$ cat src/rtl/mips_define.sv
// rtl/mips_define.sv - shared pipeline constants: forwarding taps and producer latencies
package mips_define;

    // Forwarding select encoding: 0 reads the regfile, k forwards from stage age k
    localparam int FWD_RF  = 0;
    localparam int FWD_EXE = 1;
    localparam int FWD_MEM = 2;

    // Cycles from EXE entry until a producer's result can be forwarded
    localparam int LAT_ALU    = 1;
    localparam int LAT_LOAD   = 2;
    localparam int LAT_MULDIV = 4;

endpackage

$ cat src/rtl/fwd_lookup.sv
// rtl/fwd_lookup.sv - single-operand scoreboard hit/ready/forward evaluation
module fwd_lookup
    import mips_define::*;
#(
    parameter int AW = 5,
    parameter int LW = 3
) (
    input  logic          used,
    input  logic [AW-1:0] addr,
    input  logic          busy,
    input  logic [LW-1:0] age,
    input  logic [LW-1:0] lat,
    input  logic          late,
    output logic          stall_op,
    output logic [LW-1:0] fwd,
    output logic          fwd_late
);

    logic          hit;
    logic [LW:0]   eff_age;
    logic          ready;

    // A late consumer (store data read in MEM) gains one extra cycle of producer progress
    always_comb begin
        hit      = used && (addr != '0) && busy;
        eff_age  = {1'b0, age} + {{LW{1'b0}}, late};
        ready    = eff_age >= {1'b0, lat};
        stall_op = 1'b0;
        fwd      = LW'(FWD_RF);
        fwd_late = 1'b0;
        if (hit) begin
            if (!ready) begin
                stall_op = 1'b1;
            end else begin
                fwd      = age;
                fwd_late = late && (age < lat);
            end
        end
    end

endmodule

$ cat src/rtl/fwd_scoreboard.sv
// rtl/fwd_scoreboard.sv - per-register scoreboard for hazard stall and forwarding selects
module fwd_scoreboard
    import mips_define::*;
#(
    parameter int NREG      = 32,
    parameter int AW        = 5,
    parameter int FWD_DEPTH = FWD_MEM,
    parameter int LW        = 3,
    parameter int MAX_LAT   = 6,
    parameter int CW        = 16
) (
    input  logic          clk,
    input  logic          rst,
    input  logic          en,
    input  logic          id_valid,
    input  logic [AW-1:0] rs_addr,
    input  logic          rs_used,
    input  logic [AW-1:0] rt_addr,
    input  logic          rt_used,
    input  logic          rt_late,
    input  logic [AW-1:0] dst_addr,
    input  logic          dst_wen,
    input  logic [LW-1:0] dst_lat,
    output logic          stall,
    output logic [LW-1:0] fwd_a,
    output logic [LW-1:0] fwd_b,
    output logic          fwd_b_late,
    output logic [CW-1:0] stall_count
);

    logic [NREG-1:0] busy_q;
    logic [LW-1:0]   age_q [NREG];
    logic [LW-1:0]   lat_q [NREG];

    logic            rs_stall;
    logic            rt_stall;
    logic [LW-1:0]   rs_fwd;
    logic [LW-1:0]   rt_fwd;
    logic            rs_fwd_late;
    logic            rt_fwd_late;
    logic            stall_raw;
    logic            issue;
    logic [LW-1:0]   issue_lat;

    fwd_lookup #(.AW(AW), .LW(LW)) u_rs_lookup (
        .used     (rs_used),
        .addr     (rs_addr),
        .busy     (busy_q[rs_addr]),
        .age      (age_q[rs_addr]),
        .lat      (lat_q[rs_addr]),
        .late     (1'b0),
        .stall_op (rs_stall),
        .fwd      (rs_fwd),
        .fwd_late (rs_fwd_late)
    );

    fwd_lookup #(.AW(AW), .LW(LW)) u_rt_lookup (
        .used     (rt_used),
        .addr     (rt_addr),
        .busy     (busy_q[rt_addr]),
        .age      (age_q[rt_addr]),
        .lat      (lat_q[rt_addr]),
        .late     (rt_late),
        .stall_op (rt_stall),
        .fwd      (rt_fwd),
        .fwd_late (rt_fwd_late)
    );

    // Stall/issue decision and outputs; reset forces outputs quiet
    always_comb begin
        stall_raw  = id_valid && (rs_stall || rt_stall);
        issue      = en && id_valid && !stall_raw && dst_wen && (dst_addr != '0);
        stall      = !rst && stall_raw;
        fwd_a      = rst ? '0 : rs_fwd;
        fwd_b      = rst ? '0 : rt_fwd;
        fwd_b_late = !rst && rt_fwd_late;
    end

    // Zero latency still means one cycle in EXE; out-of-range latencies clamp to the max
    always_comb begin
        issue_lat = dst_lat;
        if (dst_lat == '0) begin
            issue_lat = LW'(LAT_ALU);
        end else if (dst_lat > LW'(MAX_LAT)) begin
            issue_lat = LW'(MAX_LAT);
        end
    end

    // Entry array: age busy producers, retire past the last tap, youngest issue owns the entry
    always_ff @(posedge clk) begin
        if (rst) begin
            for (int r = 0; r < NREG; r++) begin
                busy_q[r] <= 1'b0;
                age_q[r]  <= '0;
                lat_q[r]  <= '0;
            end
        end else if (en) begin
            busy_q[0] <= 1'b0;
            for (int r = 1; r < NREG; r++) begin
                if (busy_q[r]) begin
                    if (age_q[r] >= LW'(FWD_DEPTH)) begin
                        busy_q[r] <= 1'b0;
                    end else begin
                        age_q[r] <= age_q[r] + 1'b1;
                    end
                end
                if (issue && (dst_addr == AW'(r))) begin
                    busy_q[r] <= 1'b1;
                    age_q[r]  <= LW'(FWD_EXE);
                    lat_q[r]  <= issue_lat;
                end
            end
        end
    end

    // Saturating count of advancing cycles lost to stalls
    always_ff @(posedge clk) begin
        if (rst) begin
            stall_count <= '0;
        end else if (en && stall_raw && (stall_count != '1)) begin
            stall_count <= stall_count + 1'b1;
        end
    end

endmodule

$ cat config.mk
export PLATFORM = sky130hd
export DESIGN_NAME = fwd_scoreboard
export DESIGN_NICKNAME = d
export VERILOG_FILES = /design/src/rtl/mips_define.sv /design/src/rtl/fwd_lookup.sv /design/src/rtl/fwd_scoreboard.sv
export SDC_FILE = /design/constraint.sdc
export NUM_CORES = 1
export LEC_CHECK = 0
export ABC_AREA = 1
export CORE_MARGIN = 4
export CORE_UTILIZATION = 35
export CTS_CLUSTER_DIAMETER = 60
export DETAILED_ROUTE_END_ITERATION = 7
export GPL_ROUTABILITY_DRIVEN = 0
export PLACE_DENSITY = 0.49
export SLEW_MARGIN = 10
export SYNTH_ARGS = -nofsm -noshare
export SYNTH_HDL_FRONTEND = slang
export SYNTH_SLANG_ARGS = --single-unit
$ cat constraint.sdc
create_clock -name clk -period 6.9 [get_ports clk]
set_input_delay 1.38 -clock clk [delete_from_list [all_inputs] [get_ports clk]]
set_output_delay 1.38 -clock clk [all_outputs]
set_load 0.05 [all_outputs]
==> results of run 1 <==
## metrics by stage
| stage | cells | util [%] | total power, uW | worst slack, ns | hold slack, ns |
|---|---|---|---|---|---|
| floorplan | 1903 | - | 2008 | 0.3918 | 0.4590 |
| global placement | 2430 | 38.23 | 2230 | 0.2502 | 0.4723 |
| detailed placement | 2430 | 38.23 | 2230 | 0.2315 | 0.4741 |
| CTS | 2486 | 40.52 | 3770 | 0.1884 | 0.4862 |
| global route | 2486 | 40.52 | 3908 | 0.03560 | 0.5084 |
| finish | 2486 | 40.52 | 3755 | 0.2802 | 0.4882 |
## routing by layer
| metal | up-vias | wire length (um) | GRT usage, % |
|---|---|---|---|
| met5 | - | 13 | 0 |
| met4 | 2 | 2368 | 8.332 |
| met3 | 127 | 5143 | 5.513 |
| met2 | 654 | 24510 | 36.65 |
| met1 | 6659 | 23930 | 32.12 |
| li1 | 6623 | - | - |
## timing repair
item                       in CTS  in global routing
setup endpoints to repair       0                  5
hold buffers                    0                  0
gates resized for setup         0                  2
## synth_stat cells, types with 5 or more instances
cell type,instances,area [um2]
a21oi_1,164,820.8
a221oi_1,5,43.79
a22oi_1,5,37.54
buf_1,14,52.55
buf_2,20,100.1
clkbuf_1,72,270.3
clkinv_1,5,18.77
dfxtp_1,47,940.9
edfxtp_1,186,5585
ha_1,72,900.9
inv_1,160,600.6
nand2_1,343,1287
nand3_1,111,555.5
nand4_1,43,269.0
nor2_1,262,983.4
nor2_4,5,56.30
nor3_1,30,150.1
nor4_1,17,106.4
o211ai_1,36,270.3
o21ai_0,170,850.8
o21ai_1,6,30.03
o221ai_1,18,157.7
o22ai_1,20,125.1
xnor2_1,36,315.3
xor2_1,8,70.07
## layout by cell type, fill, tap and decap left out, types with 3 or more instances in the layout
cell | netlist | routed
a211oi_1 | 4 | 4
a21oi_1 | 164 | 164
a221oi_1 | 5 | 5
a22oi_1 | 5 | 5
buf_12 | 0 | 5
buf_2 | 20 | 4
buf_4 | 3 | 57
clkbuf_1 | 72 | 10
clkbuf_16 | 0 | 30
clkbuf_8 | 0 | 3
clkdlybuf4s50_1 | 0 | 35
clkinv_1 | 5 | 5
clkinv_2 | 0 | 4
dfxtp_1 | 47 | 47
edfxtp_1 | 186 | 186
ha_1 | 72 | 72
inv_1 | 160 | 160
inv_2 | 4 | 6
nand2_1 | 343 | 343
nand3_1 | 111 | 111
nand4_1 | 43 | 43
nor2_1 | 262 | 262
nor2_2 | 3 | 3
nor2_4 | 5 | 5
nor2_8 | 3 | 3
nor3_1 | 30 | 30
nor4_1 | 17 | 17
o211ai_1 | 36 | 36
o21ai_0 | 170 | 169
o21ai_1 | 6 | 7
o221ai_1 | 18 | 18
o22ai_1 | 20 | 20
xnor2_1 | 36 | 36
xor2_1 | 8 | 8
## flip-flops by register name, summed over array words and instances, names as in the netlist
name and flops:
age_q 93, lat_q 93, busy_q 31, stall_count 16
## final cells by class
cell class | instances | area share, %
Multi-Input combinational cell | 1387 | 43.26
Sequential cell | 233 | 38.14
Timing Repair Buffer | 101 | 5.250
Clock buffer | 43 | 4.848
Tap cell | 539 | 3.941
Inverter | 170 | 3.744
Clock inverter | 13 | 0.8117
## cells by family after synthesis
group / synth area share (%)
simple gates: 24.07
compound gates: 16.54
buf+inv: 7.511
flops: 43.34
fa+ha+maj: 5.982
xor+xnor: 2.559
## final timing paths
kind / from / to / slack (ns) / cells past startpoint
min reg2reg: stall_count[5] / stall_count[5] / 0.49 / 2
min: stall_count[5] / stall_count[5] / 0.49 / 2
max reg2reg: age_q[14][0] / age_q[3][2] / 2.21 / 20
max: rt_addr[1] / stall / 0.28 / 20
## power groups by stage
stage	logic, uW	clock network [uW]	registers, uW
6_report	565	1540	1650
5_1_grt	618	1630	1660
4_1_cts	555	1570	1650
3_5_place_dp	552	0	1680
3_3_place_gp	551	0	1680
2_1_floorplan	355	0	1650
## tightest hold or removal path, stage by stage, from the launching register on
cell     delay, ns
dfxtp_1       0.32
nand2_1       0.06
a21oi_1       0.06
==> reports/metrics.csv, run 1 <==
metric,value,unit
CP Capture Type,output port,
DR DRC count,0,
Post-Place Cell Area,16140,um2
CP Launch Type,primary input,
clk root buf,clkbuf_16,
ys flop type,edfxtp_1,
Finished Cell Area,17110,um2
post-synth cell types,51,
Tmin final,6.620,ns
slowest CP cell,nand2_1,
f_max,151.1,MHz
layout cell share with drive strength beyond 1,7.191,%
Slew headroom,22.31,%
Syn Inst Count,1903,
Die W,215.4,um
# fillers,4369,
Worst Path Arrival,5.24,ns
dpl hpwl,41340,um
Post-Syn Nets,2001,
vias,14065,
Rows,75,
critical path peak fanout,9,
setup TNS,0,ns
IO Port Bufs,49,
Final Cycle Share,95.94,%
kind of critical path,in2out,
"Reg clk slew, reported paths",0.05,ns
largest net degree at the start of global routing,118,
Pins Over Slew Limit,0,
Sink Count,233,
RSZ-0062 raised after global routing,no,
combinational share of power,15.0,%
first-pass detailed-route iteration total,7,
"Clk Latency, worst-skew pair",0.58,ns
Worst Hold Class,reg2reg,
Num CTS Buffers,30,
vias in the first global route,13508,
Die H,215.4,um
Cell Int Power,2670,uW
sw power,1085,uW
Max stage delay on crit path,0.33,ns
Sw Share,28.88,%
final hold vios,0,
DR iter-0 viols,1422,
GRT Util Overall,23.51,%
Clk pwr share,41.0,%
"EDFF count, synth",186,
critical path buffer and inverter count,6,
I/O pin cnt,50,
asr flop ratio synth,0,%
Via density,5.658,
sequential power share,44.0,%
initial antenna violation count,1,
Mean Syn Cell Area,7.914,um2
H-tree levels,1,
Post-CTS Setup Inserts,0,
multi-input logic area,7402,um2
setup violators final,0,
core area,42230,um2
first-pass GRT wire length,84620,um
Synth-to-Final Area Change,13.62,%
Worst EP required,5.52,ns
Yosys warnings,0,
sequential area share after synthesis,43.34,%
pwr/cell area,219.5,nW/um2
maximum clock path buffer count,3,
gr ovfl total,0,
Least-Margin Pin Slew,1.161,ns
Max-Cap Viols,0,
most common cell type on the critical path,ha_1,
WL final,55970,um
starting density of the core,35.66,%
CP top delay family,compound AO/OA/AOI/OAI gates,
crit-path cells,"buf_2, inv_2, nand2_1, buf_4, o221ai_1, a21oi_1, nand3_1, o21ai_1, inv_1, ha_1, ha_1, ha_1, o21ai_0, nand2_1, a21oi_1, nand3_2, a21oi_2, inv_1, nor2_1, buf_12",
# diodes,0,
CTS tree,built,
WL per Instance,22.51,um
Die ar.,46410,um2
status,"complete, no violations",
Setup Skew,0.01796,ns
leak pwr,0.006622,uW
Yosys reg bits,233,
storage element area,6526,um2
fin nets,2021,
antenna-violating nets left,0,
VDD IR max,0.1912,mV
Netlist Area Pre-Place,15060,um2
(Power assumes the default switching activity.)
==> run 2: changes to the inputs <==
Settings changed: SLEW_MARGIN 10 to 20.
==> results of run 2 <==
Final layout, timing and power as in run 1 (identical DEF).
==> run 3: changes to the inputs <==
Settings changed: CELL_PAD_IN_SITES_DETAIL_PLACEMENT set to 1, CELL_PAD_IN_SITES_GLOBAL_PLACEMENT set to 1, PLACE_DENSITY 0.49 to 0.62.
==> run 3 against run 2 <==
- non-clock buffer count rose by 6
- total power rose by 5.7%
- cell count rose by 0.44%
- core utilization rose by 0.52 points
- global-route usage rose by 1.8 points
- final area rose by 1.3%
- count of clock-buffer cells in the layout rose by 7
- register-to-register slack got worse by 0.12 ns
- combinational power rose by 3%
- die area did not move
- routed wire length rose by 7.8%
- via count rose by 1.6%
- critical path type unchanged
- critical endpoint unchanged
==> reports/metrics.csv, run 3 (same netlist as run 1, synthesis figures left out) <==
metric,value,unit,change
Die H,215.4,um,unchanged
"most common cell after layout, fill and taps aside",nand2_1,,
largest net degree at the start of global routing,48,,-59%
clk root buf,clkbuf_16,,
# hold bufs at CTS,0,,unchanged
WL per Instance,24.16,um,+7.3%
# fillers,5058,,+16%
RSZ-0062 raised after global routing,no,,
"Reg clk slew, reported paths",0.05,ns,about the same
Least-Margin Pin Slew,1.037,ns,-0.1243 ns
setup violators final,0,,unchanged
Sink Count,233,,unchanged
WL final,60340,um,+7.8%
f_max,152.7,MHz,+1.1%
Slew headroom,30.80,%,+8.5 points
Synth-to-Final Area Change,15.09,%,
status,"complete, no violations",,
fin nets,2031,,+0.49%
Post-CTS Setup Inserts,0,,unchanged
# diodes,0,,unchanged
Worst EP required,5.52,ns,about the same
antenna-violating nets left,0,,unchanged
Final Cycle Share,94.91,%,-1.0 points
Worst Hold Class,reg2reg,,
Pins Over Slew Limit,0,,unchanged
pwr/cell area,229.0,nW/um2,+4.3%
critical path peak fanout,35,,+26
H-tree levels,2,,+1
dpl hpwl,44200,um,+6.9%
fin util,41.04,%,+0.52 points
Die W,215.4,um,unchanged
"commonest non-fill, non-tap cells in the layout","nand2_1 (343), nor2_1 (262), edfxtp_1 (186), o21ai_0 (169), a21oi_1 (164)",,
Setup Skew,0.01023,ns,-0.007723 ns
leak pwr,0.006736,uW,+1.7%
DR DRC count,0,,unchanged
Via density,5.723,,+1.2%
multi-input logic area,7402,um2,unchanged
VDD IR max,0.1526,mV,-20%
kind of critical path,in2out,,
CTS tree,built,,
Num CTS Buffers,34,,+13%
layout cell share with drive strength beyond 1,7.712,%,+0.52 points
storage element area,6526,um2,unchanged
I/O pin cnt,50,,unchanged
CP Launch Type,primary input,,
IO Port Bufs,49,,unchanged
setup TNS,0,ns,unchanged
top flop regs,"age_q: 93 flops, lat_q: 93 flops, busy_q: 31 flops",,
GRT Util Overall,25.31,%,+1.8 points
maximum clock path buffer count,3,,unchanged
Rows,75,,unchanged
Max-Cap Viols,0,,unchanged
first-pass GRT wire length,90400,um,+6.8%
CP Capture Type,output port,,
final hold vios,0,,unchanged
Die ar.,46410,um2,unchanged
core area,42230,um2,unchanged
DR iter-0 viols,1094,,-23%
gr ovfl total,0,,unchanged
"Clk Latency, worst-skew pair",0.54,ns,-0.04 ns
Tmin final,6.549,ns,-0.07124 ns
first-pass detailed-route iteration total,5,,-2
initial antenna violation count,1,,unchanged
vias,14291,,+1.6%
vias in the first global route,14340,,+6.2%
Worst Path Arrival,5.17,ns,-0.07 ns
starting density of the core,35.66,%,unchanged
[run 3: per-stage QoR]
stage / hold WS, ns / setup slack [ns] / total power [uW] / instances / instance area (um2)
finish: 0.4873 / 0.3514 / 3969 / 2497 / 17330
global route: 0.5184 / 0.05457 / 4116 / 2497 / 17330
CTS: 0.4863 / 0.1562 / 3984 / 2497 / 17330
detailed placement: 0.4762 / 0.1684 / 2248 / 2436 / 16220
global placement: 0.4728 / 0.2485 / 2238 / 2436 / 16220
floorplan: 0.4590 / 0.3918 / 2008 / 1903 / 15060
[run 3: worst paths after layout]
check	slack (ns)	from	end	cells after the start
setup reg to reg	2.09	age_q[14][0]	age_q[1][2]	20
hold / removal	0.49	stall_count[5]	stall_count[5]	2
hold reg to reg	0.49	stall_count[5]	stall_count[5]	2
setup / recovery	0.35	rt_addr[0]	stall	19
[run 3: metal layers]
layer	vias up	global-route usage [%]	share of wire (%)	routed length [um]
li1	6641	-	-	-
met1	7076	34.48	45	27090
met2	474	40.43	45	26990
met3	100	6.217	7.7	4621
met4	0	6.850	2.7	1639
met5	-	0	0	0
[run 3: timing repair]
| action | 4_1_cts | 5_1_grt |
|---|---|---|
| resized for setup | 0 | 3 |
| endpoints found under the setup margin | 0 | 5 |
| endpoints found under the hold margin | 0 | 0 |
[run 3: cell type report]
cell class	count	share of cell area [%]
flip-flops and latches	233	37.66
repair buffers	107	5.689
multi-input cells	1387	42.71
inverters	170	3.696
clock inverters	11	0.5053
well taps	539	3.891
clock buffers	50	5.855
[run 3: worst max-delay path: stages]
cell	delay, ns
clkbuf_4	0.21
buf_12	0.22
o21ai_0	0.34
o221ai_1	0.27
a21oi_1	0.18
nand3_1	0.08
o21ai_1	0.27
inv_1	0.09
ha_1	0.22
ha_1	0.28
ha_1	0.29
o21ai_0	0.07
nand2_1	0.07
a21oi_1	0.23
nand3_2	0.23
a21oi_2	0.28
inv_1	0.06
nor2_1	0.18
buf_12	0.17
[run 3: power breakdown]
| group | internal [uW] | leakage, uW | switching (uW) |
|---|---|---|---|
| clock network | 1060 | 0.000530 | 682 |
| logic | 175 | 0.00394 | 405 |
| registers | 1590 | 0.00227 | 60.5 |
